File: src/rtl/oven_pkg.sv
// Shared types and widths for the oven controller.
package oven_pkg;

  localparam int STATE_W = 2;
  localparam int TIME_W  = 8;

  // Encodings match the externally visible state port.
  typedef enum logic [STATE_W-1:0] {
    ST_IDLE  = 2'd0,
    ST_COOK  = 2'd1,
    ST_PAUSE = 2'd2,
    ST_DONE  = 2'd3
  } state_e;

  // Commands to the remaining-time register.
  typedef enum logic [1:0] {
    CD_HOLD  = 2'd0,
    CD_LOAD  = 2'd1,
    CD_DEC   = 2'd2,
    CD_CLEAR = 2'd3
  } cd_op_e;

endpackage

File: src/rtl/oven_countdown.sv
// Remaining-seconds register: load, decrement, clear, never wraps below zero.
module oven_countdown
  import oven_pkg::*;
(
  input  logic              clk,
  input  logic              rst,
  input  cd_op_e            op,
  input  logic [TIME_W-1:0] load_val,
  output logic [TIME_W-1:0] value
);

  logic [TIME_W-1:0] value_d;
  logic [TIME_W-1:0] value_q;

  // Next value from the requested operation; decrement saturates at zero.
  always_comb begin
    // NOTE: assigning the hold value first means every path drives value_d, so no latch is inferred.
    value_d = value_q;
    case (op)
      CD_LOAD:  value_d = load_val;
      CD_DEC:   value_d = (value_q != '0) ? value_q - 1'b1 : '0;
      CD_CLEAR: value_d = '0;
      default:  value_d = value_q;
    endcase
  end

  // Remaining-time register with asynchronous clear.
  always_ff @(posedge clk or posedge rst) begin
    // NOTE: non-blocking assignments keep all flops updating from pre-edge values.
    if (rst) value_q <= '0;
    else     value_q <= value_d;
  end

  assign value = value_q;

endmodule

File: src/rtl/oven_ctrl.sv
// Oven controller: cook/pause/done FSM with a completion buzzer timer.
module oven_ctrl
  import oven_pkg::*;
#(
  parameter int BUZZ_CYCLES = 8
) (
  input  logic               clk,
  input  logic               rst,
  input  logic               start,
  input  logic               stop,
  input  logic               door_open,
  input  logic               tick,
  input  logic [TIME_W-1:0]  set_time,
  output logic [TIME_W-1:0]  remaining,
  output logic               heater_on,
  output logic               done,
  output logic               buzzer,
  output logic [STATE_W-1:0] state
);

  localparam int BUZZ_W = $clog2(BUZZ_CYCLES + 1);

  state_e            state_d;
  state_e            state_q;
  logic [BUZZ_W-1:0] buzz_d;
  logic [BUZZ_W-1:0] buzz_q;
  cd_op_e            cd_op;
  logic [TIME_W-1:0] remaining_w;

  oven_countdown u_countdown (
    .clk      (clk),
    .rst      (rst),
    .op       (cd_op),
    .load_val (set_time),
    .value    (remaining_w)
  );

  // Next-state, buzz counter and countdown command from the current state.
  always_comb begin
    state_d = state_q;
    buzz_d  = buzz_q;
    cd_op   = CD_HOLD;
    case (state_q)
      ST_IDLE: begin
        if (start && !door_open && (set_time != '0)) begin
          cd_op   = CD_LOAD;
          state_d = ST_COOK;
        end
      end
      ST_COOK: begin
        // Pause wins over a coinciding tick so the interrupted second is not lost.
        if (stop || door_open) begin
          state_d = ST_PAUSE;
        end else if (tick) begin
          cd_op = CD_DEC;
          if (remaining_w <= TIME_W'(1)) begin
            state_d = ST_DONE;
            buzz_d  = BUZZ_W'(BUZZ_CYCLES);
          end
        end
      end
      ST_PAUSE: begin
        if (stop) begin
          cd_op   = CD_CLEAR;
          state_d = ST_IDLE;
        end else if (start && !door_open) begin
          state_d = ST_COOK;
        end
      end
      ST_DONE: begin
        if (door_open || stop) begin
          state_d = ST_IDLE;
          buzz_d  = '0;
        end else if (buzz_q != '0) begin
          buzz_d = buzz_q - 1'b1;
        end
      end
      default: begin
        state_d = ST_IDLE;
        buzz_d  = '0;
        cd_op   = CD_CLEAR;
      end
    endcase
  end

  // State and buzz counter registers.
  always_ff @(posedge clk or posedge rst) begin
    if (rst) begin
      state_q <= ST_IDLE;
      buzz_q  <= '0;
    end else begin
      state_q <= state_d;
      buzz_q  <= buzz_d;
    end
  end

  // Moore output decodes of registered state.
  assign remaining = remaining_w;
  assign heater_on = (state_q == ST_COOK);
  assign done      = (state_q == ST_DONE);
  assign buzzer    = (state_q == ST_DONE) && (buzz_q != '0);
  assign state     = state_q;

endmodule

File: config.mk
export PLATFORM = sky130hd
export DESIGN_NAME = oven_ctrl
export DESIGN_NICKNAME = d
export VERILOG_FILES = /design/src/rtl/oven_pkg.sv /design/src/rtl/oven_countdown.sv /design/src/rtl/oven_ctrl.sv
export SDC_FILE = /design/constraint.sdc
export NUM_CORES = 1
export LEC_CHECK = 0
export ABC_AREA = 1
export CORE_ASPECT_RATIO = 1.5
export CORE_MARGIN = 2
export CORE_UTILIZATION = 25
export CTS_CLUSTER_DIAMETER = 40
export DETAILED_ROUTE_END_ITERATION = 12
export PLACE_DENSITY_LB_ADDON = 0.15
export REMOVE_ABC_BUFFERS = 1
export SYNTH_ARGS = -nofsm -noshare
export SYNTH_HDL_FRONTEND = slang
export SYNTH_SLANG_ARGS = --single-unit
File: constraint.sdc
create_clock -name clk -period 1.67 [get_ports clk]
set_input_delay 0.167 -clock clk [delete_from_list [all_inputs] [get_ports clk]]
set_output_delay 0.167 -clock clk [all_outputs]
set_load 0.005 [all_outputs]
After elaboration in Yosys (flattened, before gate mapping)

Cells that the tools add are included.

Logic and storage cells: 55
Input bits: 14
Output and inout bits: 13
Register bits after elaboration: 14

Eq/ne operators: 15
Order comparisons: 1
$add $sub $neg: 2
Muxes and demuxes: 21
Reductions and logical operators: 13

Operators with widths:

| cell                                                                              | count |
|---|---|
| 8-bit case mux with 3 select lines                                                | 1 |
| 2-bit two-way mux                                                                 | 10 |
| 4-bit two-way mux                                                                 | 5 |
| 8-bit nonzero test                                                                | 2 |
| 5-bit AND reduction                                                               | 2 |
| 2-bit == test (second input constant)                                             | 4 |
| 8-bit by 1-bit less-or-equal comparator with 1-bit output (second input constant) | 1 |
| 8-bit two-way mux                                                                 | 1 |
| 2-bit case mux with 4 select lines                                                | 1 |
| 4-bit case mux with 2 select lines                                                | 1 |
| 8-bit by 1-bit subtractor with 8-bit output (second input constant)               | 1 |
| 2-bit != test (second input constant)                                             | 3 |
| 3-bit by 1-bit != test with 1-bit output (second input constant)                  | 2 |
| 2-bit case mux with 3 select lines                                                | 1 |
| 2-bit by 1-bit == test with 1-bit output (second input constant)                  | 2 |
| 2-bit by 1-bit != test with 1-bit output (second input constant)                  | 2 |
| 4-bit nonzero test                                                                | 1 |
| 4-bit by 1-bit subtractor with 4-bit output (second input constant)               | 1 |
| 1-bit logical AND                                                                 | 3 |
| 3-bit by 2-bit != test with 1-bit output (second input constant)                  | 1 |
| 3-bit != test (second input constant)                                             | 1 |
| 3-bit nonzero test                                                                | 1 |
| 2-bit zero test                                                                   | 1 |
| 2-bit nonzero test                                                                | 1 |
| other kinds (3)                                                                   | 3 |

Logic depth before layout (Yosys ltp)

Gate-level depths: netlist of run 1.

Depth in word-level cells: 7
Depth in mapped cells: 9
Depth with buffers taken out: 9

Hierarchy

From an unflattened synthesis of run 1, not the netlist that was laid out.

Cells, all modules: 176
Area, all modules: 1196.1 sq um

Modules (own cells, without submodules):

| module         | sequential area each (sq um) | cells an instance | times used | area an instance (sq um) |
|---|---|---|---|---|
| oven_countdown | 200.2                        | 81                | 1          | 621.8 |
| oven_ctrl      | 150.1                        | 95                | 1          | 574.3 |

Worst setup path after synthesis of run 1

Ideal clock, no wire load.

Path type: register to register
From: register u_countdown.value_q[0] (netlist: u_countdown.value[0])
To: register buzz_q[2]
Required time: 1.549 ns
Library setup time: 0.121 ns
Clock period less this slack: 1.449 ns
Cell stages (with the launch flop): 10
Data arrival time: 1.329 ns
Path slack: 0.221 ns
Path buffers: 0
Cells stage by stage: dfrtp_1 > inv_1 > ha_1 > nor2_1 > nor2_1 > nand2_1 > o21ai_1 > nand2_2 > nand2_1 > o21ai_1

Word-level cells in the longest chain between the ends: 3

Ends and longest elaborated chain:

| element                                                   | RTL line             | text |
|---|---|---|
| from (decl)                                               | oven_countdown.sv:13 | `logic [TIME_W-1:0] value_q;` |
| from (signal assigned)                                    | oven_countdown.sv:31 | `else value_q <= value_d;` |
| 8-bit by 1-bit less-or-equal comparator with 1-bit output | oven_ctrl.sv:56      | `if (remaining_w <= TIME_W'(1)) begin` |
| 2-bit by 1-bit != test with 1-bit output (no line)        | -                    |  |
| 5-bit AND reduction (no line)                             | -                    |  |
| to (signal assigned)                                      | oven_ctrl.sv:93      | `buzz_q <= buzz_d;` |
| to (decl)                                                 | oven_ctrl.sv:26      | `logic [BUZZ_W-1:0] buzz_q;` |

No other way between the ends.
A chain may end at the register's enable or synchronous reset.

Worst setup path in the final report of run 1

From: register state_q[1] (netlist: state[1])
To: output port done

Word-level cells in the longest chain between the ends: 1

Ends and longest elaborated chain:

| element                | RTL line         | text |
|---|---|---|
| from (decl)            | oven_ctrl.sv:24  | `state_e state_q;` |
| from (signal assigned) | oven_ctrl.sv:92  | `state_q <= state_d;` |
| 2-bit == test          | oven_ctrl.sv:100 | `assign done = (state_q == ST_DONE);` |
| to (decl)              | oven_ctrl.sv:16  | `output logic done,` |

No other way between the ends.

==> results.tsv, run 1 <==
stage	metric	value	unit
yosys	synth_edf_count	0	
yosys	synthCells	175	
floorplan	die_area	5250	um^2
yosys	synth_area_leader_cell	dfrtp_1	
critical_path	cp_max_fo	6	
yosys	syn_area_per_cell	6.68	um^2
sta	post-route-period-util	0.937	
worst_hold_path	hold_path_class	input port to async pin	
yosys	ys.flop_type	dfrtp_1	
grt	overflow	0	
cells_and_area	n_antenna_cell	0	
sta	drv_slew	0	
critical_path	path_cells	nand2_2 -> inv_2 -> clkdlybuf4s50_1	
yosys	syn_area	1170	um^2
sta	final-setup-viol-count	0	
grt	grt_max_degree	15	
detailed_routing	vias	1132	
sta	rsz0062_at_grt	false	
grt	antenna_found_initial	0	
yosys	yosysUniqueCellTypes	23	
floorplan	die_w	59.9	um
floorplan	start_util	0.260	
clock_tree	numCtsBuffers	3	
clock_tree	cts_tree	yes	
clock_tree	cts.sinks	14	
floorplan	io_pins	27	
sta	finalHoldViolations	0	
placed_design	dp_hpwl	2.48	mm
detailed_routing	drcViolationCount	0	
critical_path	start_kind	flop	
outcome	status	completed	
pwr	vdd_drop_max	0.654	mV
critical_path	arrival	1.40	ns
cells_and_area	final_cell_mix	nand2_1, inv_1, clkdlybuf4s50_1	
detailed_routing	routed_via_density	4.40	
cells_and_area	area_growth	35.3	%
clock_tree	cts_max_path_buffers	2	
yosys	async_flop_share	1.00	
pwr	leakage	0.789	nW
yosys	synth_top_area_frac	0.299	
yosys	ys.warnings.count	0	
detailed_routing	drt_iter0_markers	39	
detailed_routing	antenna_left	0	
cells_and_area	drive_gt1_frac	0.148	
sta	worst_pin_slew	0.341	ns
floorplan	die_h	87.8	um
cells_and_area	final_common_cell	nand2_1	
critical_path	path_delay_family	buffers and inverters	
sta	fmax	639	MHz
critical_path	crit_buf_inv	2	
detailed_routing	wl	3.02	mm
sta	min_period	1.57	ns
detailed_routing	drt-pass1-iter-count	4	
grt	grt_pass1_vias	1147	
sta	max_slew_margin	0.770	
detailed_routing	wl_per_cell	11.7	um
placed_design	port_buffers	26	
sta	worst_clock_skew	0.00300	ns
pwr	p_per_area	1480	nW/um^2
yosys	ys_ff_latch	14	
floorplan	core.rowCount	30	
critical_path	worstSetupEndpointType	primary output	
grt	grt_pass1_wl	5.20	mm
clock_tree	cts_root_buffer	clkbuf_8	
sta	fin_setup_tns	0	ns
critical_path	crit_required	1.50	ns
clock_tree	clk_pin_slew	0.07	ns
critical_path	max_stage_delay	0.50	ns
critical_path	slowest_stage	clkdlybuf4s50_1	
floorplan	core_area	4500	um^2
yosys	synthTopCellsByArea	dfrtp_1, nand2_1, inv_1, nand3_1, ha_1	
clock_tree	clk_latency	0.25	ns
yosys	ys_seq_area_frac	0.299	
grt	grt_usage	0.129	
placed_design	gp_congestion	0.821	
pwr	power	2.34	mW
critical_path	path_class	flop to primary output	
clock_tree	htree_num_levels	1	
cells_and_area	fin_nets	229	
run	drv_cap	0	
==> through the flow <==
step	area [um^2]	setup slack [ns]	hold WS (ns)	std cells	utilization
after floorplan	1170	0.221	0.0562	175	-
after global placement	1520	0.0112	0.463	253	0.338
after detailed placement	1520	0.0288	0.465	253	0.338
after CTS	1580	0.0410	0.227	257	0.350
after global routing	1580	0.0299	0.253	257	0.351
final	1580	0.105	0.219	257	0.351
==> area by class of cell <==
| cell class | count | area [um^2] |
|---|---|---|
| flip-flops and latches | 14 | 353 |
| well taps | 48 | 60.1 |
| multi-input cells | 127 | 696 |
| inverters | 34 | 130 |
| fillers | 503 | 2920 |
| repair buffers | 30 | 289 |
| clock buffers | 4 | 55.1 |
==> synthesized netlist by cell type (2+ instances only) <==
| cell | number |
|---|---|
| inv_2 | 4 |
| nand2_1 | 52 |
| o21ai_1 | 4 |
| nand4_1 | 7 |
| nand3_1 | 18 |
| nand2_2 | 4 |
| o21ai_0 | 6 |
| nor2_1 | 15 |
| ha_1 | 5 |
| nor2_8 | 2 |
| xor2_1 | 2 |
| dfrtp_1 | 14 |
| inv_1 | 29 |
| nor2_4 | 4 |
==> path summary, 6_finish.rpt <==
path / startpoint / end / slack [ns] / depth (start not counted)
min: rst / buzz_q[2] / 0.22 / 3
min reg2reg: buzz_q[3] / buzz_q[3] / 0.48 / 2
min in group clk: buzz_q[3] / buzz_q[3] / 0.48 / 2
max reg2reg: u_countdown.value[0] / buzz_q[1] / 0.20 / 9
max: state[1] / done / 0.10 / 3
max in group asynchronous: rst / state[0] / 1.25 / 3
==> routing by layer <==
metal	global-route usage	part of all wire	vias to the layer above
met1	0.152	0.42	500
met4	0.0364	0.0070	0
met3	0.0222	0.038	2
met2	0.233	0.53	18
met5	0	0	-
li1	-	-	612
==> logic make-up (layout without fill, tap and decap cells) <==
group	Yosys count	in the layout	synth area share
AOI/OAI and AO/OA	13	13	0.0588
xor gates and xnor gates	2	2	0.0150
adders and majority gates	5	5	0.0535
buffers and inverters	34	68	0.111
DFF	14	14	0.299
and+or+nand+nor	107	107	0.462
==> report_power, final <==
group	switching (mW)	total, mW	internal [mW]
clock	0.139	0.348	0.209
sequential	0.135	0.616	0.480
combinational	0.757	1.37	0.617
total	1.03	2.34	1.31
==> worst min-delay path, delay by kind of cell <==
kind,cells,cell delay (ns)
buf+inv,3,0.66
==> repair_timing <==
| item | 4_1_cts | 5_1_grt |
|---|---|---|
| gates resized for setup | 2 | 5 |
| setup endpoints to repair | 2 | 7 |
| setup buffers | 0 | 0 |
| endpoints found under the hold margin | 0 | 0 |
| gates cloned | 0 | 0 |
| hold buffers | 0 | 0 |
==> flip-flops by register name, summed over array words and instances, names as in the netlist <==
register           flops
buzz_q                 4
state                  2
u_countdown.value      8
Power figures use the tool's default switching activity.
==> run 2: changes to the inputs <==
--- a/config.mk
+++ b/config.mk
@@ -6,11 +6,11 @@
 export NUM_CORES = 1
 export LEC_CHECK = 0
 export ABC_AREA = 1
-export CORE_ASPECT_RATIO = 1.5
 export CORE_MARGIN = 2
-export CORE_UTILIZATION = 25
+export CORE_UTILIZATION = 61
 export CTS_CLUSTER_DIAMETER = 40
 export DETAILED_ROUTE_END_ITERATION = 12
+export DONT_BUFFER_PORTS = 1
 export PLACE_DENSITY_LB_ADDON = 0.15
 export REMOVE_ABC_BUFFERS = 1
 export SYNTH_ARGS = -nofsm -noshare
==> run 2 against run 1 <==
Worst setup slack improved by 0.050 ns. Largest power group unchanged. Highest routed layer unchanged. Global-route usage rose by 11 points. Die area fell by 57%. Largest cell class unchanged. Register-to-register slack got worse by 0.05 ns.
==> results.tsv, run 2 (synthesized netlist as in run 1, its figures left out) <==
stage	metric	value	unit	change
cells_and_area	area_growth	7.81	%	was 35.3%
clock_tree	clk_latency	0.28	ns	was 0.25 ns
clock_tree	numCtsBuffers	3		unchanged
detailed_routing	drcViolationCount	0		unchanged
detailed_routing	drt-pass1-iter-count	4		unchanged
pwr	p_per_area	1530	nW/um^2	was 1480 nW/um^2
grt	grt_usage	0.239		was 0.129
cells_and_area	fin_nets	201		was 229
detailed_routing	drt_iter0_markers	32		was 39
sta	rsz0062_at_grt	false		unchanged
grt	grt_pass1_vias	960		was 1147
floorplan	die_area	2280	um^2	was 5250 um^2
placed_design	gp_congestion	0.823		was 0.821
critical_path	start_kind	flop		unchanged
clock_tree	cts.sinks	14		unchanged
sta	max_slew_margin	0.625		was 0.770
clock_tree	htree_num_levels	1		unchanged
critical_path	max_stage_delay	0.43	ns	was 0.50 ns
clock_tree	cts_root_buffer	clkbuf_4		was clkbuf_8
placed_design	pre_cts_ws	0.0608	ns	was 0.0288 ns
floorplan	die_h	47.8	um	was 87.8 um
worst_hold_path	holdPathStages	2		
cells_and_area	stdcell_count	206		was 257
clock_tree	cts_max_path_buffers	2		unchanged
sta	drv_slew	0		unchanged
critical_path	path_delay_family	simple AND/OR/NAND/NOR gates		was buffers and inverters
sta	worst_pin_slew	0.563	ns	was 0.341 ns
grt	overflow	0		unchanged
floorplan	die_w	47.8	um	was 59.9 um
detailed_routing	routed_via_density	5.33		was 4.40
cells_and_area	final_common_cell	nand2_1		unchanged
floorplan	start_util	0.663		was 0.260
grt	antenna_found_initial	0		unchanged
pwr	power	1.92	mW	was 2.34 mW
critical_path	cp_max_fo	7		was 6
outcome	status	completed		unchanged
floorplan	core_area	1760	um^2	was 4500 um^2
critical_path	r2r_cells	9		unchanged
cells_and_area	fillers	172		was 503
floorplan	io_pins	27		unchanged
sta	final-setup-viol-count	0		unchanged
placed_design	port_buffers	0		was 26
critical_path	path_class	flop to flop		was flop to primary output
cells_and_area	largest_register_ffs	8		unchanged
critical_path	r2r_setup_slack	0.15	ns	was 0.20 ns
clock_tree	cts_tree	yes		unchanged
clock_tree	clk_pin_slew	0.09	ns	was 0.07 ns
detailed_routing	wl	2.46	mm	was 3.02 mm
pwr	vdd_drop_max	0.986	mV	was 0.654 mV
critical_path	slowest_stage	dfrtp_1		was clkdlybuf4s50_1
pwr	leakage	0.671	nW	was 0.789 nW
critical_path	worstSetupEndpointType	flop		was primary output
sta	worst_clock_skew	0.000595	ns	was 0.00300 ns
critical_path	path_cells	inv_2 -> ha_2 -> nor2_1 -> nor2_1 -> nand2_1 -> o21ai_2 -> nand2_2 -> nand2_1 -> o21ai_1		was nand2_2 -> inv_2 -> clkdlybuf4s50_1
placed_design	placed_cells	201		was 253
sta	min_period	1.52	ns	was 1.57 ns
placed_design	dp_hpwl	1.93	mm	was 2.48 mm
sta	finalHoldViolations	0		unchanged
detailed_routing	antenna_left	0		unchanged
critical_path	arrival	1.69	ns	was 1.40 ns
sta	setup_slack	0.155	ns	was 0.105 ns
sta	fin_setup_tns	0	ns	unchanged
detailed_routing	wl_per_cell	11.9	um	was 11.7 um
detailed_routing	vias	1098		was 1132
sta	post-route-period-util	0.907		was 0.937
cells_and_area	final_cell_mix	nand2_1, inv_1, nand3_1		was nand2_1, inv_1, clkdlybuf4s50_1
critical_path	crit_required	1.85	ns	was 1.50 ns
clock_tree	postCtsSetupBuffers	0		unchanged
floorplan	core.rowCount	15		was 30
cells_and_area	n_antenna_cell	0		unchanged
run	drv_cap	0		unchanged
sta	fmax	660	MHz	was 639 MHz
critical_path	crit_buf_inv	1		was 2
critical_path	cp.depth	9		was 3
grt	grt_max_degree	15		unchanged
worst_hold_path	hold_path_class	input port to flop		was input port to async pin
cells_and_area	drive_gt1_frac	0.144		was 0.148
grt	grt_pass1_wl	3.83	mm	was 5.20 mm
-- run 2: path summary, 6_finish.rpt --
| check | to | startpoint |
|---|---|---|
| min in group asynchronous | u_countdown.value[4] | rst |
| min | u_countdown.value[3] | set_time[3] |
| max reg2reg | buzz_q[2] | u_countdown.value[1] |
| min reg2reg | buzz_q[0] | buzz_q[0] |
| max in group asynchronous | state[0] | rst |
| max | buzz_q[2] | u_countdown.value[1] |
-- run 2: area by class of cell --
cell class              count  area, um^2  area share
clock buffers               4        36.3      0.0288
inverters                  34         130       0.103
multi-input cells         127         696       0.552
flip-flops and latches     14         350       0.278
well taps                  25        31.3      0.0248
repair buffers              2        17.5      0.0139
-- run 2: through the flow --
step,util,instance area (um^2),hold slack [ns]
finish,0.715,1260,0.0133
global route,0.715,1260,0.0182
CTS,0.711,1250,0.0142
detailed placement,0.685,1210,0.137
global placement,0.685,1210,0.130
floorplan,-,1170,0.0562
-- run 2: routing by layer --
metal	share of wire	global-route usage
met2	0.46	0.357
met1	0.45	0.315
met4	0.0086	0.0865
met5	0	0
met3	0.087	0.0868
-- run 2: worst reg2reg max path, cell delays in order (launching register included) --
cell,delay [ns]
dfrtp_1,0.43
inv_2,0.11
ha_2,0.21
nor2_1,0.05
nor2_1,0.13
nand2_1,0.08
o21ai_2,0.15
nand2_2,0.12
nand2_1,0.08
o21ai_1,0.06
-- run 2: report_power, final --
group / switching, mW / internal (mW)
Clock: 0.118 / 0.133
Combinational: 0.669 / 0.363
Sequential: 0.166 / 0.475
-- run 2: what timing repair did --
action | CTS | global route
resized for setup | 0 | 4
setup endpoints to repair | 0 | 4
hold endpoints to repair | 14 | 0
hold buffers | 1 | 0
==> run 3: changes to the inputs <==
--- a/config.mk
+++ b/config.mk
@@ -12,7 +12,9 @@
 export DETAILED_ROUTE_END_ITERATION = 12
 export DONT_BUFFER_PORTS = 1
 export PLACE_DENSITY_LB_ADDON = 0.15
+export RECOVER_POWER = 25
 export REMOVE_ABC_BUFFERS = 1
 export SYNTH_ARGS = -nofsm -noshare
 export SYNTH_HDL_FRONTEND = slang
 export SYNTH_SLANG_ARGS = --single-unit
+export TNS_END_PERCENT = 30
==> results of run 3 <==
The final DEF is identical to that of run 2; final timing and power are the same.
